## src/rtl/udma_i2s_pkg.sv

```systemverilog
// -----------------------------------------------------------------------------
// udma_i2s_pkg
// Shared definitions for the I2S RX arbiter slice.
//   i2s_arb_mode_e : arbitration mode encoding (matches cfg_mode_i)
//   I2S_ARB_NCH    : number of arbitrated I2S channels
// -----------------------------------------------------------------------------
package udma_i2s_pkg;

    typedef enum logic [1:0] {
        ARB_RR     = 2'b00,
        ARB_PRIO0  = 2'b01,
        ARB_ALT    = 2'b10,
        ARB_SINGLE = 2'b11
    } i2s_arb_mode_e;

    localparam int I2S_ARB_NCH = 2;

endpackage

```

## src/rtl/udma_i2s_rx_arb_if.sv

```systemverilog
// -----------------------------------------------------------------------------
// udma_i2s_rx_arb_if
// Bundles the configuration, both channel streams, the uDMA RX stream and the
// status outputs of udma_i2s_rx_arb.
//   slave  : arbiter side (consumes channels, produces the RX stream)
//   master : environment side (drives config/channels, sinks the RX stream)
// -----------------------------------------------------------------------------
interface udma_i2s_rx_arb_if #(
    parameter int DATA_WIDTH = 32,
    parameter int CNT_WIDTH  = 16
);
    logic                  cfg_en_i;
    logic                  cfg_clr_i;
    logic [1:0]            cfg_mode_i;
    logic                  cfg_single_ch_i;
    logic [DATA_WIDTH-1:0] ch0_data_i;
    logic                  ch0_valid_i;
    logic                  ch0_ready_o;
    logic [DATA_WIDTH-1:0] ch1_data_i;
    logic                  ch1_valid_i;
    logic                  ch1_ready_o;
    logic [DATA_WIDTH-1:0] data_rx_o;
    logic                  data_rx_valid_o;
    logic                  data_rx_ready_i;
    logic [CNT_WIDTH-1:0]  cnt_ch0_o;
    logic [CNT_WIDTH-1:0]  cnt_ch1_o;
    logic                  alt_wait_o;

    modport slave (
        input  cfg_en_i, cfg_clr_i, cfg_mode_i, cfg_single_ch_i,
        input  ch0_data_i, ch0_valid_i, ch1_data_i, ch1_valid_i,
        input  data_rx_ready_i,
        output ch0_ready_o, ch1_ready_o,
        output data_rx_o, data_rx_valid_o,
        output cnt_ch0_o, cnt_ch1_o, alt_wait_o
    );

    modport master (
        output cfg_en_i, cfg_clr_i, cfg_mode_i, cfg_single_ch_i,
        output ch0_data_i, ch0_valid_i, ch1_data_i, ch1_valid_i,
        output data_rx_ready_i,
        input  ch0_ready_o, ch1_ready_o,
        input  data_rx_o, data_rx_valid_o,
        input  cnt_ch0_o, cnt_ch1_o, alt_wait_o
    );
endinterface

```

## src/rtl/udma_i2s_arb_oreg.sv

```systemverilog
// -----------------------------------------------------------------------------
// udma_i2s_arb_oreg
// Single-entry output register of the RX arbiter.
//   i_clk, i_srst : clock, synchronous active-high reset
//   i_clr         : synchronous flush (drops the held word)
//   i_load        : load i_data (only asserted by the top while o_free is high)
//   i_data        : word to load
//   i_ready       : downstream ready
//   o_data/o_valid: registered output word
//   o_free        : register can accept a word this cycle
// -----------------------------------------------------------------------------
module udma_i2s_arb_oreg #(
    parameter int DATA_WIDTH = 32
) (
    input  logic                  i_clk,
    input  logic                  i_srst,
    input  logic                  i_clr,
    input  logic                  i_load,
    input  logic [DATA_WIDTH-1:0] i_data,
    input  logic                  i_ready,
    output logic [DATA_WIDTH-1:0] o_data,
    output logic                  o_valid,
    output logic                  o_free
);
    logic [DATA_WIDTH-1:0] r_data;
    logic                  r_valid;

    assign o_free  = !r_valid || i_ready;
    assign o_data  = r_data;
    assign o_valid = r_valid;

    always_ff @(posedge i_clk) begin
        if (i_srst || i_clr) begin
            r_data  <= '0;
            r_valid <= 1'b0;
        end else if (i_load) begin
            r_data  <= i_data;
            r_valid <= 1'b1;
        end else if (i_ready) begin
            // Word consumed with nothing to replace it; data is left as-is.
            r_valid <= 1'b0;
        end
    end
endmodule

```

## src/rtl/udma_i2s_rx_arb.sv

```systemverilog
// -----------------------------------------------------------------------------
// udma_i2s_rx_arb
// Merges the I2S channel-0 and channel-1 sample streams into the single uDMA
// RX stream. Modes: round-robin, channel-0 priority, strict alternation and
// single-channel. Keeps a grant counter per channel.
//   sys_clk_i : system clock
//   rst_i     : synchronous active-high reset
//   bus       : udma_i2s_rx_arb_if.slave (config, channel streams, RX stream,
//               counters, alt_wait_o)
// Optional build macro I2S_RX_ARB_TAG_EN: bit DATA_WIDTH-1 of data_rx_o is
// replaced by the granting channel id so the uDMA can deinterleave.
// -----------------------------------------------------------------------------
module udma_i2s_rx_arb
    import udma_i2s_pkg::*;
#(
    parameter int DATA_WIDTH = 32,
    parameter int CNT_WIDTH  = 16
) (
    input  logic               sys_clk_i,
    input  logic               rst_i,
    udma_i2s_rx_arb_if.slave   bus
);
    logic [I2S_ARB_NCH-1:0] w_valid;
    logic [I2S_ARB_NCH-1:0] w_ready;
    logic                   w_free;
    logic                   w_can_gnt;
    logic                   w_gnt_vld;
    logic                   w_gnt_ch;
    logic [DATA_WIDTH-1:0]  w_gnt_data;
    i2s_arb_mode_e          r_mode;
    logic                   r_last_gnt;
    logic                   r_exp;

    assign w_valid   = {bus.ch1_valid_i, bus.ch0_valid_i};
    assign w_can_gnt = !rst_i && !bus.cfg_clr_i && bus.cfg_en_i && w_free;

    // Grant selection; r_mode is the mode sampled last cycle, so a new
    // cfg_mode_i value steers the grant from the following cycle on.
    always_comb begin
        w_gnt_vld = 1'b0;
        w_gnt_ch  = 1'b0;
        if (w_can_gnt) begin
            case (r_mode)
                ARB_RR: begin
                    if (&w_valid) begin
                        w_gnt_vld = 1'b1;
                        w_gnt_ch  = ~r_last_gnt;
                    end else if (w_valid[0]) begin
                        w_gnt_vld = 1'b1;
                    end else if (w_valid[1]) begin
                        w_gnt_vld = 1'b1;
                        w_gnt_ch  = 1'b1;
                    end
                end
                ARB_PRIO0: begin
                    if (w_valid[0]) begin
                        w_gnt_vld = 1'b1;
                    end else if (w_valid[1]) begin
                        w_gnt_vld = 1'b1;
                        w_gnt_ch  = 1'b1;
                    end
                end
                ARB_ALT: begin
                    w_gnt_vld = w_valid[r_exp];
                    w_gnt_ch  = r_exp;
                end
                ARB_SINGLE: begin
                    w_gnt_vld = w_valid[bus.cfg_single_ch_i];
                    w_gnt_ch  = bus.cfg_single_ch_i;
                end
                default: ;
            endcase
        end
    end

    always_comb begin
        w_gnt_data = w_gnt_ch ? bus.ch1_data_i : bus.ch0_data_i;
`ifdef I2S_RX_ARB_TAG_EN
        w_gnt_data[DATA_WIDTH-1] = w_gnt_ch;
`endif
    end

    // Per-channel ready and grant counter. A ready is only raised for a
    // valid channel, so ready alone marks a transfer.
    genvar gi;
    generate
        for (gi = 0; gi < I2S_ARB_NCH; gi++) begin : g_ch
            logic [CNT_WIDTH-1:0] r_cnt;

            assign w_ready[gi] = w_gnt_vld && (w_gnt_ch == 1'(gi));

            always_ff @(posedge sys_clk_i) begin
                if (rst_i || bus.cfg_clr_i) begin
                    r_cnt <= '0;
                end else if (w_ready[gi]) begin
                    r_cnt <= r_cnt + 1'b1;
                end
            end
        end
    endgenerate

    assign bus.ch0_ready_o = w_ready[0];
    assign bus.ch1_ready_o = w_ready[1];
    assign bus.cnt_ch0_o   = g_ch[0].r_cnt;
    assign bus.cnt_ch1_o   = g_ch[1].r_cnt;
    assign bus.alt_wait_o  = !rst_i && (r_mode == ARB_ALT) && w_free && bus.cfg_en_i
                             && !w_valid[r_exp] && w_valid[~r_exp];

    always_ff @(posedge sys_clk_i) begin
        if (rst_i) begin
            r_mode <= ARB_RR;
        end else begin
            r_mode <= i2s_arb_mode_e'(bus.cfg_mode_i);
        end
    end

    always_ff @(posedge sys_clk_i) begin
        if (rst_i || bus.cfg_clr_i) begin
            r_last_gnt <= 1'b1;
            r_exp      <= 1'b0;
        end else begin
            if (w_gnt_vld) begin
                r_last_gnt <= w_gnt_ch;
            end
            // Entering ALT always restarts the alternation at channel 0.
            if ((i2s_arb_mode_e'(bus.cfg_mode_i) == ARB_ALT) && (r_mode != ARB_ALT)) begin
                r_exp <= 1'b0;
            end else if (w_gnt_vld && (r_mode == ARB_ALT)) begin
                r_exp <= ~r_exp;
            end
        end
    end

    udma_i2s_arb_oreg #(
        .DATA_WIDTH (DATA_WIDTH)
    ) u_oreg (
        .i_clk   (sys_clk_i),
        .i_srst  (rst_i),
        .i_clr   (bus.cfg_clr_i),
        .i_load  (w_gnt_vld),
        .i_data  (w_gnt_data),
        .i_ready (bus.data_rx_ready_i),
        .o_data  (bus.data_rx_o),
        .o_valid (bus.data_rx_valid_o),
        .o_free  (w_free)
    );
endmodule

```

## src/flat_wrapper.sv

```systemverilog
// flat-port wrapper written by rule: the top's interface ports become plain ports
module udma_i2s_rx_arb_flat import udma_i2s_pkg::*;
#(
    parameter int DATA_WIDTH = 32,
    parameter int CNT_WIDTH  = 16
)
  (sys_clk_i, rst_i, bus_cfg_en_i, bus_cfg_clr_i, bus_cfg_mode_i, bus_cfg_single_ch_i, bus_ch0_data_i, bus_ch0_valid_i, bus_ch1_data_i, bus_ch1_valid_i, bus_data_rx_ready_i, bus_ch0_ready_o, bus_ch1_ready_o, bus_data_rx_o, bus_data_rx_valid_o, bus_cnt_ch0_o, bus_cnt_ch1_o, bus_alt_wait_o);
  udma_i2s_rx_arb_if #(.DATA_WIDTH(DATA_WIDTH), .CNT_WIDTH(CNT_WIDTH)) bus_i ();
  input  logic sys_clk_i;
  input  logic rst_i;
  input wire logic [$bits(bus_i.cfg_en_i)-1:0] bus_cfg_en_i;
  input wire logic [$bits(bus_i.cfg_clr_i)-1:0] bus_cfg_clr_i;
  input wire logic [$bits(bus_i.cfg_mode_i)-1:0] bus_cfg_mode_i;
  input wire logic [$bits(bus_i.cfg_single_ch_i)-1:0] bus_cfg_single_ch_i;
  input wire logic [$bits(bus_i.ch0_data_i)-1:0] bus_ch0_data_i;
  input wire logic [$bits(bus_i.ch0_valid_i)-1:0] bus_ch0_valid_i;
  input wire logic [$bits(bus_i.ch1_data_i)-1:0] bus_ch1_data_i;
  input wire logic [$bits(bus_i.ch1_valid_i)-1:0] bus_ch1_valid_i;
  input wire logic [$bits(bus_i.data_rx_ready_i)-1:0] bus_data_rx_ready_i;
  output wire logic [$bits(bus_i.ch0_ready_o)-1:0] bus_ch0_ready_o;
  output wire logic [$bits(bus_i.ch1_ready_o)-1:0] bus_ch1_ready_o;
  output wire logic [$bits(bus_i.data_rx_o)-1:0] bus_data_rx_o;
  output wire logic [$bits(bus_i.data_rx_valid_o)-1:0] bus_data_rx_valid_o;
  output wire logic [$bits(bus_i.cnt_ch0_o)-1:0] bus_cnt_ch0_o;
  output wire logic [$bits(bus_i.cnt_ch1_o)-1:0] bus_cnt_ch1_o;
  output wire logic [$bits(bus_i.alt_wait_o)-1:0] bus_alt_wait_o;
  assign bus_i.cfg_en_i = bus_cfg_en_i;
  assign bus_i.cfg_clr_i = bus_cfg_clr_i;
  assign bus_i.cfg_mode_i = bus_cfg_mode_i;
  assign bus_i.cfg_single_ch_i = bus_cfg_single_ch_i;
  assign bus_i.ch0_data_i = bus_ch0_data_i;
  assign bus_i.ch0_valid_i = bus_ch0_valid_i;
  assign bus_i.ch1_data_i = bus_ch1_data_i;
  assign bus_i.ch1_valid_i = bus_ch1_valid_i;
  assign bus_i.data_rx_ready_i = bus_data_rx_ready_i;
  assign bus_ch0_ready_o = bus_i.ch0_ready_o;
  assign bus_ch1_ready_o = bus_i.ch1_ready_o;
  assign bus_data_rx_o = bus_i.data_rx_o;
  assign bus_data_rx_valid_o = bus_i.data_rx_valid_o;
  assign bus_cnt_ch0_o = bus_i.cnt_ch0_o;
  assign bus_cnt_ch1_o = bus_i.cnt_ch1_o;
  assign bus_alt_wait_o = bus_i.alt_wait_o;
  udma_i2s_rx_arb #(.DATA_WIDTH(DATA_WIDTH), .CNT_WIDTH(CNT_WIDTH)) u_core (.sys_clk_i(sys_clk_i), .rst_i(rst_i), .bus(bus_i));
endmodule
```

## config.mk

```make
export PLATFORM = sky130hd
export DESIGN_NAME = udma_i2s_rx_arb_flat
export DESIGN_NICKNAME = d
export VERILOG_FILES = /design/src/rtl/udma_i2s_pkg.sv /design/src/rtl/udma_i2s_rx_arb_if.sv /design/src/rtl/udma_i2s_arb_oreg.sv /design/src/rtl/udma_i2s_rx_arb.sv /design/src/flat_wrapper.sv
export SDC_FILE = /design/constraint.sdc
export NUM_CORES = 1
export LEC_CHECK = 0
export ABC_AREA = 1
export CAP_MARGIN = 10
export CORE_ASPECT_RATIO = 1.1
export CORE_MARGIN = 3
export CORE_UTILIZATION = 41
export DETAILED_ROUTE_END_ITERATION = 10
export HOLD_SLACK_MARGIN = 0.06
export PLACE_DENSITY = 0.78
export SETUP_SLACK_MARGIN = 0.2
export SYNTH_ARGS = -nofsm -noshare
export SYNTH_HDL_FRONTEND = slang
export SYNTH_SLANG_ARGS = --single-unit
export TNS_END_PERCENT = 50
```

## constraint.sdc

```tcl
create_clock -name sys_clk_i -period 1.45 [get_ports sys_clk_i]
set_input_delay 0.29 -clock sys_clk_i [delete_from_list [all_inputs] [get_ports sys_clk_i]]
set_output_delay 0.29 -clock sys_clk_i [all_outputs]
set_load 0.03 [all_outputs]
```

======== Word level (Yosys, flattened, before mapping) ========
Index checks and enable logic that the tools add are counted.
Widths: inputs -> output; s select.
word-level totals
  register bits ........................... 69
  input port bits ......................... 74
  word-level logic and storage cells ...... 60
cells by class
  $add $sub $neg .......................... 2
  $lt $le $gt $ge ......................... 3
  equality and inequality tests ........... 5
  muxes and demuxes ....................... 18
  bitwise gates (word level) .............. 3
  reductions and logical operators ........ 22
operator list
  cell                   count
  $add 16x1->16 const B  2
  $mux 32                1
  $mux 1                 15
  $logic_and 1x1->1      12
  $pmux 1 s4             2
  $eq 2x2->1 const B     3
  $lt 1x2->1 const B     3
  $logic_not 1->1        4
  $not 1->1              3
  $eq 2x1->1 const B     1
  $logic_not 2->1        1
  $logic_or 1x1->1       2
  $ne 2x2->1 const B     1
  $reduce_and 2->1       1
  $reduce_bool 2->1      1
  $reduce_or 2->1        1

======== Depth between registers and ports, before layout ========
  word-level depth ........................ 7
  gate-level depth with buffers ........... 11
  gate-level depth less buffers ........... 10

======== Modules after synthesis ========
A second synthesis with hierarchy kept.
second synthesis, totals
  cells, all modules ...................... 581
  area total of the unflattened synthesis .. 3848.7 um^2
by module, submodules not included
  module             times used  cells an instance  area each (um^2)  sequential area each (um^2)
  udma_i2s_rx_arb    1           435                2539.9            720.7
  udma_i2s_arb_oreg  1           146                1308.8            660.6

======== Least setup slack after synthesis ========
OpenSTA, ideal clock, no wires.
  path type ............................... register to output
  start ................................... register u_core.u_oreg.r_valid, in the netlist u_core.u_oreg.o_valid
  end ..................................... output bus_alt_wait_o
  arrival ................................. 2.183 ns
  data required time ...................... 1.160 ns
  setup slack ............................. -1.023 ns
  stages on the path, launching flop included .. 6
  buffers on the path ..................... 0
  path through ............................ dfxtp_1 inv_1 nor2_1 inv_1 nand3_1 a2111oi_0
between the ends
  word-level cells in the longest chain between the ends .. 6
RTL lines
  what                            RTL line                 RTL
  from (decl)                     udma_i2s_arb_oreg.sv:26  logic r_valid;
  from (signal assigned)          udma_i2s_arb_oreg.sv:35  r_valid <= 1'b0;
  from (signal assigned)          udma_i2s_arb_oreg.sv:38  r_valid <= 1'b1;
  from (signal assigned)          udma_i2s_arb_oreg.sv:41  r_valid <= 1'b0;
  $logic_not 1->1                 udma_i2s_arb_oreg.sv:28  assign o_free = !r_valid || i_ready;
  $logic_or 1x1->1                udma_i2s_arb_oreg.sv:28
  $logic_and 1x1->1 (2 in a row)  udma_i2s_rx_arb.sv:106   assign bus.alt_wait_o = !rst_i && (r_mode == ARB_ALT) && w_free && bus.cfg_en_i
  $logic_and 1x1->1 (2 in a row)  udma_i2s_rx_arb.sv:107   && !w_valid[r_exp] && w_valid[~r_exp];
  to (decl)                       flat_wrapper.sv:26       output wire logic [$bits(bus_i.alt_wait_o)-1:0] bus_alt_wait_o;
No other way between the ends.

======== Worst setup path after layout ========
  start ................................... register u_core.r_exp
  end ..................................... output bus_alt_wait_o
between the ends
  word-level cells in the longest chain between the ends .. 5
  elaborated cells on any way between the ends .. 7
  those cells by class .................... mux (4); reduce/logical (3)
RTL lines
  what                                       RTL line                RTL
  from (decl)                                udma_i2s_rx_arb.sv:32   logic r_exp;
  from (signal assigned)                     udma_i2s_rx_arb.sv:129  r_exp <= ~r_exp;
  $mux 1 (not written as such) (2 in a row)  udma_i2s_rx_arb.sv:107
  $logic_not 1->1                            udma_i2s_rx_arb.sv:107
  $logic_and 1x1->1                          udma_i2s_rx_arb.sv:107
  $logic_and 1x1->1 (*)                      udma_i2s_rx_arb.sv:107
Mark *: on every way between the ends. The rest lies on a longest branch, timed or not. The select of a mux whose other input is x is not followed.

==> key figures <==
Status
  – Status: complete, but fails checks
  – Failing checks: setup timing

Place
  – Detailed placer's ending HPWL: 8.80 mm
  – Number of I/O port buffers: 141
  – Dpl cells: 861
  – Gpl congestion: 0.893

Yosys
  – Mapped cell area: 3840 sq um
  – Main combinational cell family by area after synthesis: simple AND/OR/NAND/NOR gates
  – Simple-gate share of the synthesized area: 0.405
  – Mapped Avg Cell Area: 6.55 sq um
  – Post-Synthesis Net Count: 662
  – Post-synth top flop: dfxtp_1
  – Netlist cell types: 32
  – Compound-Gate Fraction of Synth Area: 0.0985
  – Async set-reset flop share out of synthesis: 0
  – Area share of fa/ha/maj cells after synthesis: 0.00652
  – Post-synth EDFFs: 0
  – Ys Warns: 0
  – Seq/Total Area, Yosys: 0.360
  – Yosys reg bits: 69
  – XOR/XNOR share of the synthesized area: 0.0411
  – Mux cell area share after synthesis: 0
  – Mapped Cells: 586

Pwr
  – Comb pwr share: 0.163
  – Clock network power share: 0.367
  – PwrDens: 662 nW/um^2
  – Reg power frac: 0.469
  – Sw frac: 0.253
  – Lkg Pwr: 2.61 nW
  – Total power: 4.07 mW
  – Cell-internal power: 3.04 mW
  – Switching pwr: 1.03 mW
  – Peak VDD IR: 0.460 mV

Cells and area
  – Register Area: 1430 sq um
  – Non-Filler Instances: 897
  – Ant diodes: 0
  – P&R area growth vs syn: 60.4%
  – Fillers: 771
  – Share of cells above drive strength 1: 0.324
  – Area occupied by multi-input gates: 2410 sq um
  – Utilization after layout: 0.683
  – Most common cell after layout, fill and taps aside: nand2_1
  – Net count, final: 854
  – Commonest non-fill, non-tap cells in the layout: 234 x nand2_1, 67 x clkdlybuf4s50_1, 60 x buf_4, 49 x buf_2, 46 x dfxtp_1

Setup path
  – Critical Path Stages: 6
  – Slowest CP cell: dfxtp_2
  – WS Path Type: flop to output port
  – Startpoint Class: flop
  – Max FO, Critical Path: 3
  – R2R depth: 11
  – Setup crit end kind: output port
  – Buf/Inv on CP: 3
  – Critical Path RT: 1160 ps
  – Cell Chain, Critical Path: inv_2 -> nand2_2 -> nand2_2 -> buf_6 -> a2111oi_4 -> buf_4
  – Critical path's top delay family: buffers and inverters
  – Cell repeated most along the worst path: nand2_2
  – Critical path arrival: 1520 ps
  – Crit-path max cell delay: 350 ps

Drt
  – Via count: 4599
  – Routed wire per std cell: 14.4 um
  – DRC marker count from the first detailed-route iteration: 161
  – Vias per cell: 5.13
  – First-pass iteration count of the detailed router: 4
  – Routed wire length: 13.0 mm
  – DRC viols: 0
  – ANT nets after route: 0

Timing
  – Hold WS: 392 ps
  – Worst Skew: 3.46 ps
  – Max_slew headroom: 0.400
  – Final setup viols: 59
  – Fin. Hold Viols: 0
  – Worst-margin pin slew: 900 ps
  – Setup TNS: -8320 ps
  – RSZ-0062 raised after global routing: true
  – Minimum clock period: 1810 ps
  – Fmax: 552 MHz
  – Setup ws final: -360 ps
  – Tcrit/Tclk final: 1.25
  – Final Max Slew Viols: 0

Floorplanning
  – Die width: 98.2 um
  – Total die area: 10600 sq um
  – Top-level port count: 142
  – Core footprint: 9010 sq um
  – Die Ht: 107 um
  – Initial Util: 0.426
  – Row count: 36

Clocking
  – CTS Sinks: 69
  – Hold buffers post-CTS: 0
  – Worst-path clk slew: 70 ps
  – CTS Buf Count: 9
  – CTS root buf: clkbuf_8
  – # H-tree levels: 3
  – CTS tree: done
  – Clock buffer depth: 2
  – Clock latency at the later pin of the worst-skew pair: 350 ps

Global route
  – Vias in the first global route: 4269
  – Congestion Overflow GR: 0
  – GRT Total Usage: 0.225
  – Largest net degree at the start of global routing: 66
  – Initial antenna violation count: 0
  – First-pass GRT wire length: 19.4 mm

Min path
  – Worst hold stages: 3
  – Worst min path class: primary input to flop

Job
  – Max-Cap Viols: 0
metal layers:
metal	GRT usage	part of all wire	vias up
met5	0	0	-
met4	0.102	0.024	0
met3	0.0629	0.073	28
met2	0.400	0.52	162
met1	0.249	0.38	2150
li1	-	-	2259
power by group through the flow:
stage	combinational [mW]	sequential, mW	clock [mW]
after floorplan	0.242	1.97	0
after global placement	0.565	1.95	0
after detailed placement	0.575	1.95	0
after CTS	0.589	1.91	1.52
after global routing	0.710	1.91	1.61
final	0.665	1.91	1.50
cell usage after synthesis, types with 2 or more instances:
master / instances / area [sq um]
a21oi_1: 64 / 320
and2_1: 2 / 12.5
buf_2: 8 / 40.0
buf_4: 5 / 37.5
buf_6: 9 / 101
clkbuf_1: 7 / 26.3
dfxtp_1: 69 / 1380
ha_1: 2 / 25.0
inv_1: 30 / 113
inv_2: 5 / 18.8
nand2_1: 252 / 946
nand2_2: 2 / 12.5
nand2_4: 2 / 22.5
nand3_1: 43 / 215
nand3_4: 2 / 35.0
nand3b_1: 5 / 37.5
nand4_1: 12 / 75.1
nor2_1: 29 / 109
nor3_1: 4 / 20.0
o21ai_0: 6 / 30.0
xnor2_1: 10 / 87.6
xor2_1: 8 / 70.1
layout make-up:
| class | instances | area share |
|---|---|---|
| clock inverter | 2 | 0.00549 |
| sequential | 69 | 0.232 |
| tap | 114 | 0.0232 |
| multi-input combinational | 453 | 0.392 |
| timing repair buffer | 209 | 0.299 |
| inverter | 36 | 0.0258 |
| clock buffer | 14 | 0.0232 |
repair_timing:
item	CTS	global route
resized for setup	347	83
setup buffers	5	8
pin swaps	9	13
cloned	1	6
endpoints found under the hold margin	0	0
endpoints found under the setup margin	135	82
state kept, by name (all words and copies together) (netlist names):
signal / flops
u_core.bus.cnt_ch0_o: 16
u_core.bus.cnt_ch1_o: 16
u_core.r_exp: 1
u_core.r_last_gnt: 1
u_core.r_mode: 2
u_core.u_oreg.o_data: 32
u_core.u_oreg.o_valid: 1
worst paths after layout:
| kind | startpoint | slack (ps) | end |
|---|---|---|---|
| min reg2reg | u_core.u_oreg.o_data[22] | 470 | u_core.u_oreg.o_data[22] |
| max reg2reg | u_core.r_mode[0] | -260 | u_core.u_oreg.o_data[13] |
| max | u_core.r_exp | -360 | bus_alt_wait_o |
| min | rst_i | 390 | u_core.r_mode[1] |
logic make-up (layout without fill, tap and decap cells):
group,Yosys count,count (layout)
AO/OA/AOI/OAI,74,74
XOR/XNOR,18,18
adder cells (fa/ha/maj),2,2
buffers and inverters,65,261
flip-flops,69,69
AND/OR/NAND/NOR,358,359
worst reg2reg max path: stages (launching register included):
cell,delay [ps]
dfxtp_4,360
buf_6,120
nor2_4,140
nand2_2,90
nand3_4,100
nand2_4,70
buf_4,140
buf_12,140
inv_16,80
clkbuf_16,140
nand2_1,70
a21oi_1,170
metrics by stage:
step           area [sq um]  setup WS [ps]
2_1_floorplan          3980           60.4
3_3_place_gp           5730           -501
3_5_place_dp           5730           -562
4_1_cts                5720           -375
5_1_grt                6150           -403
6_report               6150           -360
Note: power is estimated with default switching activity, not from simulation.
